## config.mk

```make
export PLATFORM = sky130hd
export DESIGN_NAME = lc3_sequencer
export DESIGN_NICKNAME = d
export VERILOG_FILES = /design/src/rtl/lc3_sequencer.sv
export SDC_FILE = /design/constraint.sdc
export NUM_CORES = 1
export LEC_CHECK = 0
export BUFFER_PORTS_ARGS = -buffer_cell sky130_fd_sc_hd__buf_2
export CAP_MARGIN = 10
export CORE_ASPECT_RATIO = 1.75
export CORE_UTILIZATION = 59
export CTS_BUF_LIST = sky130_fd_sc_hd__clkbuf_16
export CTS_CLUSTER_DIAMETER = 60
export DETAILED_ROUTE_END_ITERATION = 16
export PLACE_DENSITY_LB_ADDON = 0.25
export REMOVE_ABC_BUFFERS = 1
export SLEW_MARGIN = 20
export SYNTH_ARGS = -nofsm -noshare
export SYNTH_HDL_FRONTEND = slang
export SYNTH_SLANG_ARGS = --single-unit
export TNS_END_PERCENT = 1
```

## constraint.sdc

```tcl
create_clock -name Clk -period 3.6 [get_ports Clk]
set_input_delay 0.18 -clock Clk [delete_from_list [all_inputs] [get_ports Clk]]
set_output_delay 0.18 -clock Clk [all_outputs]
set_load 0.01 [all_outputs]
```

## src/rtl/lc3_sequencer.sv

```systemverilog
// LC-3 control sequencer: fetch/decode/execute FSM driving datapath loads, bus gates, muxes and SRAM strobes.
// Define ISDU_PAUSE_IR_EN to add the IRP1/IRP2 instruction-register pause after every fetch.
module lc3_sequencer #(
    parameter int MEM_WAIT = 2
) (
    input  logic       Clk,
    input  logic       Reset_n,
    input  logic       Run,
    input  logic       Continue,
    input  logic       ContinueIR,
    input  logic [3:0] Opcode,
    input  logic       IR_5,
    input  logic       BEN,
    output logic       LD_MAR,
    output logic       LD_MDR,
    output logic       LD_IR,
    output logic       LD_BEN,
    output logic       LD_CC,
    output logic       LD_REG,
    output logic       LD_PC,
    output logic       GatePC,
    output logic       GateMDR,
    output logic       GateALU,
    output logic       GateMARMUX,
    output logic [1:0] PCMUX,
    output logic [1:0] DRMUX,
    output logic [1:0] SR1MUX,
    output logic       SR2MUX,
    output logic       ADDR1MUX,
    output logic [1:0] ADDR2MUX,
    output logic [1:0] ALUK,
    output logic       MIO_EN,
    output logic       Mem_CE_n,
    output logic       Mem_UB_n,
    output logic       Mem_LB_n,
    output logic       Mem_OE_n,
    output logic       Mem_WE_n,
    output logic       Busy
);

    typedef enum logic [4:0] {
        HALTED, S18, S33, S35, S32, S01, S05, S09, S00, S22, S12,
        S04, S21, S06, S25, S27, S07, S23, S16, PAUSE1, PAUSE2
`ifdef ISDU_PAUSE_IR_EN
        , IRP1, IRP2
`endif
    } state_t;

    typedef struct packed {
        logic       ld_mar;
        logic       ld_mdr;
        logic       ld_ir;
        logic       ld_ben;
        logic       ld_cc;
        logic       ld_reg;
        logic       ld_pc;
        logic       gate_pc;
        logic       gate_mdr;
        logic       gate_alu;
        logic       gate_marmux;
        logic [1:0] pcmux;
        logic [1:0] drmux;
        logic [1:0] sr1mux;
        logic       sr2_sel;
        logic       addr1mux;
        logic [1:0] addr2mux;
        logic [1:0] aluk;
        logic       mio_en;
        logic       mem_oe_n;
        logic       mem_we_n;
        logic       busy;
    } ctl_t;

    // Wait counter holds the number of strobe cycles still to follow the current one.
    localparam logic [3:0] WAIT_LOAD = 4'(MEM_WAIT - 1);

    state_t     state, state_nxt;
    logic [3:0] cnt, cnt_nxt;
    ctl_t       ctl;

    function automatic ctl_t decode(input state_t s, input logic [3:0] c);
        ctl_t o;
        o          = '0;
        o.mem_oe_n = 1'b1;
        o.mem_we_n = 1'b1;
        o.busy     = (s != HALTED);
        case (s)
            S18: begin
                o.gate_pc = 1'b1;
                o.ld_mar  = 1'b1;
                o.ld_pc   = 1'b1;
            end
            S33, S25: begin
                o.mem_oe_n = 1'b0;
                o.mio_en   = 1'b1;
                o.ld_mdr   = (c == 4'd0);
            end
            S35: begin
                o.gate_mdr = 1'b1;
                o.ld_ir    = 1'b1;
            end
            S32: o.ld_ben = 1'b1;
            S01, S05, S09: begin
                o.gate_alu = 1'b1;
                o.ld_reg   = 1'b1;
                o.ld_cc    = 1'b1;
                o.sr2_sel  = 1'b1;
                o.aluk     = (s == S01) ? 2'b00 : (s == S05) ? 2'b01 : 2'b10;
            end
            S22: begin
                o.ld_pc    = 1'b1;
                o.pcmux    = 2'b01;
                o.addr2mux = 2'b10;
            end
            S12: begin
                o.ld_pc    = 1'b1;
                o.pcmux    = 2'b01;
                o.addr1mux = 1'b1;
            end
            S04: begin
                o.gate_pc = 1'b1;
                o.ld_reg  = 1'b1;
                o.drmux   = 2'b01;
            end
            S21: begin
                o.ld_pc    = 1'b1;
                o.pcmux    = 2'b01;
                o.addr2mux = 2'b11;
            end
            S06, S07: begin
                o.gate_marmux = 1'b1;
                o.ld_mar      = 1'b1;
                o.addr1mux    = 1'b1;
                o.addr2mux    = 2'b01;
            end
            S27: begin
                o.gate_mdr = 1'b1;
                o.ld_reg   = 1'b1;
                o.ld_cc    = 1'b1;
            end
            S23: begin
                o.sr1mux   = 2'b01;
                o.aluk     = 2'b11;
                o.gate_alu = 1'b1;
                o.ld_mdr   = 1'b1;
            end
            S16: o.mem_we_n = 1'b0;
            default: ;
        endcase
        return o;
    endfunction

    always_comb begin
        state_nxt = state;
        cnt_nxt   = cnt;
        case (state)
            HALTED: if (Run) state_nxt = S18;
            S18: begin
                state_nxt = S33;
                cnt_nxt   = WAIT_LOAD;
            end
            S33: begin
                if (cnt == 4'd0) state_nxt = S35;
                else             cnt_nxt   = cnt - 4'd1;
            end
`ifdef ISDU_PAUSE_IR_EN
            S35:  state_nxt = IRP1;
            IRP1: if (ContinueIR)  state_nxt = IRP2;
            IRP2: if (!ContinueIR) state_nxt = S32;
`else
            S35:  state_nxt = S32;
`endif
            S32: begin
                case (Opcode)
                    4'b0001: state_nxt = S01;
                    4'b0101: state_nxt = S05;
                    4'b1001: state_nxt = S09;
                    4'b0000: state_nxt = S00;
                    4'b1100: state_nxt = S12;
                    4'b0100: state_nxt = S04;
                    4'b0110: state_nxt = S06;
                    4'b0111: state_nxt = S07;
                    4'b1101: state_nxt = PAUSE1;
                    default: state_nxt = S18;
                endcase
            end
            S01, S05, S09, S22, S12, S21, S27: state_nxt = S18;
            S00: state_nxt = BEN ? S22 : S18;
            S04: state_nxt = S21;
            S06: begin
                state_nxt = S25;
                cnt_nxt   = WAIT_LOAD;
            end
            S25: begin
                if (cnt == 4'd0) state_nxt = S27;
                else             cnt_nxt   = cnt - 4'd1;
            end
            S07: state_nxt = S23;
            S23: begin
                state_nxt = S16;
                cnt_nxt   = WAIT_LOAD;
            end
            S16: begin
                if (cnt == 4'd0) state_nxt = S18;
                else             cnt_nxt   = cnt - 4'd1;
            end
            PAUSE1: if (Continue)  state_nxt = PAUSE2;
            PAUSE2: if (!Continue) state_nxt = S18;
            default: state_nxt = HALTED;
        endcase
    end

    // Outputs are decoded from the next state so they register in step with it.
    always_ff @(posedge Clk or negedge Reset_n) begin
        if (!Reset_n) begin
            state <= HALTED;
            cnt   <= 4'd0;
            ctl   <= decode(HALTED, 4'd0);
        end else begin
            state <= state_nxt;
            cnt   <= cnt_nxt;
            ctl   <= decode(state_nxt, cnt_nxt);
        end
    end

`ifndef ISDU_PAUSE_IR_EN
    logic unused_continue_ir;
    assign unused_continue_ir = ContinueIR;
`endif

    assign LD_MAR     = ctl.ld_mar;
    assign LD_MDR     = ctl.ld_mdr;
    assign LD_IR      = ctl.ld_ir;
    assign LD_BEN     = ctl.ld_ben;
    assign LD_CC      = ctl.ld_cc;
    assign LD_REG     = ctl.ld_reg;
    assign LD_PC      = ctl.ld_pc;
    assign GatePC     = ctl.gate_pc;
    assign GateMDR    = ctl.gate_mdr;
    assign GateALU    = ctl.gate_alu;
    assign GateMARMUX = ctl.gate_marmux;
    assign PCMUX      = ctl.pcmux;
    assign DRMUX      = ctl.drmux;
    assign SR1MUX     = ctl.sr1mux;
    // SR2MUX follows the live IR bit during the ALU states.
    assign SR2MUX     = ctl.sr2_sel & IR_5;
    assign ADDR1MUX   = ctl.addr1mux;
    assign ADDR2MUX   = ctl.addr2mux;
    assign ALUK       = ctl.aluk;
    assign MIO_EN     = ctl.mio_en;
    assign Mem_OE_n   = ctl.mem_oe_n;
    assign Mem_WE_n   = ctl.mem_we_n;
    assign Busy       = ctl.busy;
    assign Mem_CE_n   = 1'b0;
    assign Mem_UB_n   = 1'b0;
    assign Mem_LB_n   = 1'b0;

endmodule
```

---- Word level (Yosys, flattened, before mapping) ----
Memories as Yosys holds them, arrays and structs flattened.
Index checks and enable logic that the tools add are counted.
Widths: inputs -> output; s select.
storage, ports and cells
  word-level logic and storage cells ...... 115
  register bits ........................... 36
  memories kept ........................... 1
  input port bits ......................... 11
  ROM bits ................................ 80
  output and inout port bits .............. 30
cells by class
  reductions and logical operators ........ 19
  bitwise logic cells ..................... 1
  mux-type cells .......................... 32
  eq/ne operators ......................... 37
  $add $sub $neg .......................... 1
memories
  name             words  width  read ports  clocked after Yosys merged registers in  write ports  RTL line  RTL
  (no name shown)  16     5      1           0                                        0            174       case (Opcode)
operator list
  cell                 count
  $eq 5x4->1 const B   15
  $pmux 5 s15          1
  $eq 5x3->1 const B   8
  $eq 5x5->1 const B   8
  $mux 5               6
  $eq 5x2->1 const B   4
  $reduce_or 3->1      6
  $mux 1               16
  $reduce_or 4->1      3
  $eq 5x1->1 const B   2
  $logic_not 4->1      2
  $mux 4               2
  $pmux 4 s2           1
  $reduce_or 2->1      4
  $reduce_or 7->1      1
  $mux 2               3
  $pmux 2 s3           1
  $logic_not 5->1      1
  $reduce_bool 5->1    1
  $reduce_or 5->1      1
  $pmux 2 s2           1
  $sub 4x1->4 const B  1
  $pmux 1 s2           1
  $and 1x1->1          1

---- Logic depth before layout (Yosys ltp) ----
  word-level depth ........................ 7
  mapped depth ............................ 11
  depth with buffers taken out ............ 10

---- Least setup slack after synthesis ----
Ideal clock, no wire load.
  path kind ............................... register to register
  from .................................... reg cnt[0]
  to ...................................... reg ctl, in the netlist Busy
  cell stages (with the launch flop) ...... 10
  library setup time ...................... 0.139 ns
  clock period less this slack ............ 2.278 ns
  arrival time ............................ 2.140 ns
  setup slack ............................. 1.322 ns
  required time ........................... 3.461 ns
  buffers on the path ..................... 0
  cells stage by stage .................... dfrtp_1 inv_1 ha_1 nor3b_2 nand2_1 a22oi_1 o32a_1 inv_2 nor2_1 or4b_1
between the ends
  cells in the longest elaborated chain, start to end .. 4
  elaborated cells between the ends (all ways) .. 6
  those cells by class .................... mux (4); reduce/logical (2)
ends and longest elaborated chain
  what                       RTL line       RTL
  start: declaration         78             logic [3:0] cnt, cnt_nxt;
  start signal: assignment   221            cnt <= cnt_nxt;
  $logic_not 4->1 (*)        163, 195, 204
  $mux 5 (on tied branches)  204, 163, 195
  $pmux 5 s15 (*)            156            case (state)
  $reduce_bool 5->1 (*)      86             o.busy = (s != HALTED);
  end signal: assignment     218            ctl <= decode(HALTED, 4'd0);
  end signal: assignment     222            ctl <= decode(state_nxt, cnt_nxt);
  end: declaration           79             ctl_t ctl;
Every way passes the cells marked *; elsewhere a longest branch is shown, timed or not.

---- Final worst setup path ----
Ends and elaborated chain as after synthesis.

==> results.ini <==
[run]
max_cap_violations=0

[global_routing]
grt_antenna_before_repair=0
first_global_vias=1361
grt-ovfl-total=0
grt_pass1_wl_um=5820
grt_max_degree=34
grt_usage_pct=21.9

[critical_path]
required_ns=3.74
r2r_slack_ns=0.80
cp_max_fo=14
worstRegToRegCells=9
crit_start=cnt[0]$_DFF_PN0_
r2r-end=Busy$_DFF_PN0_
cp-start-kind=register
cp-end-kind=register
cp.arrival_ns=2.94
path_class=register to register
r2r-start=cnt[0]$_DFF_PN0_

[clock_network]
clk_pin_slew_ns=0.05
clock_latency_ns=0.28
clockBufferDepth=2
cts_buffers=5
clock-root-buffer=clkbuf_16
htree_num_levels=2
cts_tree=built
cts_resized=0
cts.sinks=33

[synthesis]
ys_ff_latch=33
ys_top_cells_by_count=dfrtp_1 (31), buf_4 (14), nor2_1 (14), nand2_1 (13), a21oi_1 (12)
synth_top_area_share_pct=38.6
synth_ff_type=dfrtp_1
syn_avg_cell_area_um2=9.52
synth_top_area_cell=dfrtp_1
yosysMostFrequentCell=dfrtp_1
synth-edff-count=0
synth_area_leaders=dfrtp_1 (39%), buf_4 (5.2%), ha_1 (3.1%)
synthDistinctLibCells=56
yosysSeqAreaShare_pct=41.2
synth_cells=211
ys_warn_count=0
async_flop_share_pct=100
synth_area_um2=2010

[final_layout]
finalNetCount=248
fill_cells=258
multi_input_area_um2=991
layout-drive-gt1-share_pct=25.3
antenna_cells=0
register_area_um2=828
area_growth_pct=11.3

[timing]
worst_hold_slack_ns=0.473
clock.fmax_ghz=0.358
finalCritPeriodShare_pct=77.7
hold_viol=0
fin_crit_ns=2.80
relSlewSlack_pct=42.4
worst_pin_slew_ns=0.861
rsz0062_at_grt=no
clock_skew_ns=0.00325
fin_tns_setup_ns=0
drv_slew=0
finalSetupViolCount=0

[route]
wire_per_inst_um=13.4
via_per_inst=5.59
drcViolationCount=0
drt_wl_total_um=3710
ant_nets=0
first_pass_iters=4
vias=1542
drt-initial-drc-count=33

[floorplan]
num_rows=27
die_y_um=79.2
start_util_pct=62.6
die-area_um2=3650
design.core.area_um2=3210
io_pins=41
die_w_um=46.1

[min_path]
hp-class=primary input to asynchronous set/reset pin

[status]
outcome=finished clean

[power]
p_per_area_nw_per_um2=911
p_leak_nw=1.08
vdd_drop_max_mv=0.656

[placement]
gp_congestion=0.875
port_buffers=33
dp.final_hpwl_um=2620

==> sequential cells by signal (all words and copies together) (netlist names), 2 cells and up <==
name,cells
state,5
cnt,4
ADDR2MUX,2
ALUK,2
==> kinds of logic (layout without fill, tap and decap cells) <==
logic type | count (synthesis) | after routing | synth area share [%]
and+or+nand+nor | 83 | 83 | 24.0
AOI/OAI and AO/OA | 44 | 44 | 16.7
buffers and inverters | 36 | 53 | 10.4
DFF | 33 | 33 | 41.2
adders and majority gates | 5 | 5 | 3.11
xor gates and xnor gates | 5 | 5 | 2.18
muxes | 4 | 4 | 2.18
other | 1 | 6 | 0.187
==> worst max path at each step <==
stage / endpoint / slack (ns) / cells past startpoint
floorplan: Mem_OE_n$_DFF_PN1_ / 1.20 / 6
global placement: Busy$_DFF_PN0_ / 0.85 / 9
detailed placement: Busy$_DFF_PN0_ / 0.83 / 9
CTS: Busy$_DFF_PN0_ / 0.81 / 9
global route: Busy$_DFF_PN0_ / 0.59 / 9
finish: Busy$_DFF_PN0_ / 0.80 / 9
==> area by class of cell <==
type	count	area share, %
clock buffer	5	5.60
clock inverter	3	0.783
inverter	10	1.68
multi-input combinational	147	44.3
sequential	33	37.0
tap	43	2.41
timing repair buffer	35	8.17
==> critical path, stage by stage, from the launching register on <==
cell     delay, ns
dfrtp_1       0.37
inv_1         0.10
ha_1          0.23
nor3b_2       0.29
nand2_1       0.08
a22oi_1       0.14
o32a_1        0.35
inv_2         0.20
nor2_1        0.40
or4b_1        0.48
==> placed cells by master (no fill, tap or decap), types with 4 or more instances in the layout <==
master     netlist  layout
conb_1           1       6
nand4_1          5       5
buf_2           11      33
o21ai_0          4       4
a21oi_1         12      12
a22oi_1          4       4
nor2_1          14      14
clkbuf_16        0       5
nand2b_1         9       9
nand3_1          5       5
o21a_1           4       4
nand2_1         13      13
dfrtp_1         31      31
inv_1            8       8
ha_1             5       5
nor3_1           8       8
==> where the power goes <==
part / switching (mW) / internal [mW] / total, mW
registers: 0.131 / 0.492 / 0.623
logic: 0.599 / 0.415 / 1.01
clock network: 0.149 / 0.253 / 0.402
total: 0.878 / 1.16 / 2.04
==> layer usage <==
layer / GRT usage [%] / part of all wire (%) / vias up / wire, um
li1: - / - / 760 / -
met1: 23.5 / 40 / 740 / 1480
met2: 38.0 / 54 / 34 / 2000
met3: 4.32 / 3.6 / 8 / 134
met4: 11.5 / 2.3 / 0 / 85
met5: 0 / 0 / - / 0
==> through the flow <==
step           util (%)  instance area [um^2]  setup WS, ns  total power, mW  instances
3_3_place_gp       64.9                  2080         0.845             1.61        267
5_1_grt            69.7                  2240         0.591             2.17        276
4_1_cts            69.7                  2240         0.808             2.04        276
2_1_floorplan         -                  1860          1.20             1.36        190
3_5_place_dp       64.9                  2080         0.832             1.63        267
6_report           69.7                  2240         0.804             2.04        276
==> repair_timing <==
action                    in CTS  in global routing
buffers inserted               0                  0
hold endpoints to repair      31                  0
hold buffers                   1                  0
Note: power is estimated with default switching activity, not from simulation.
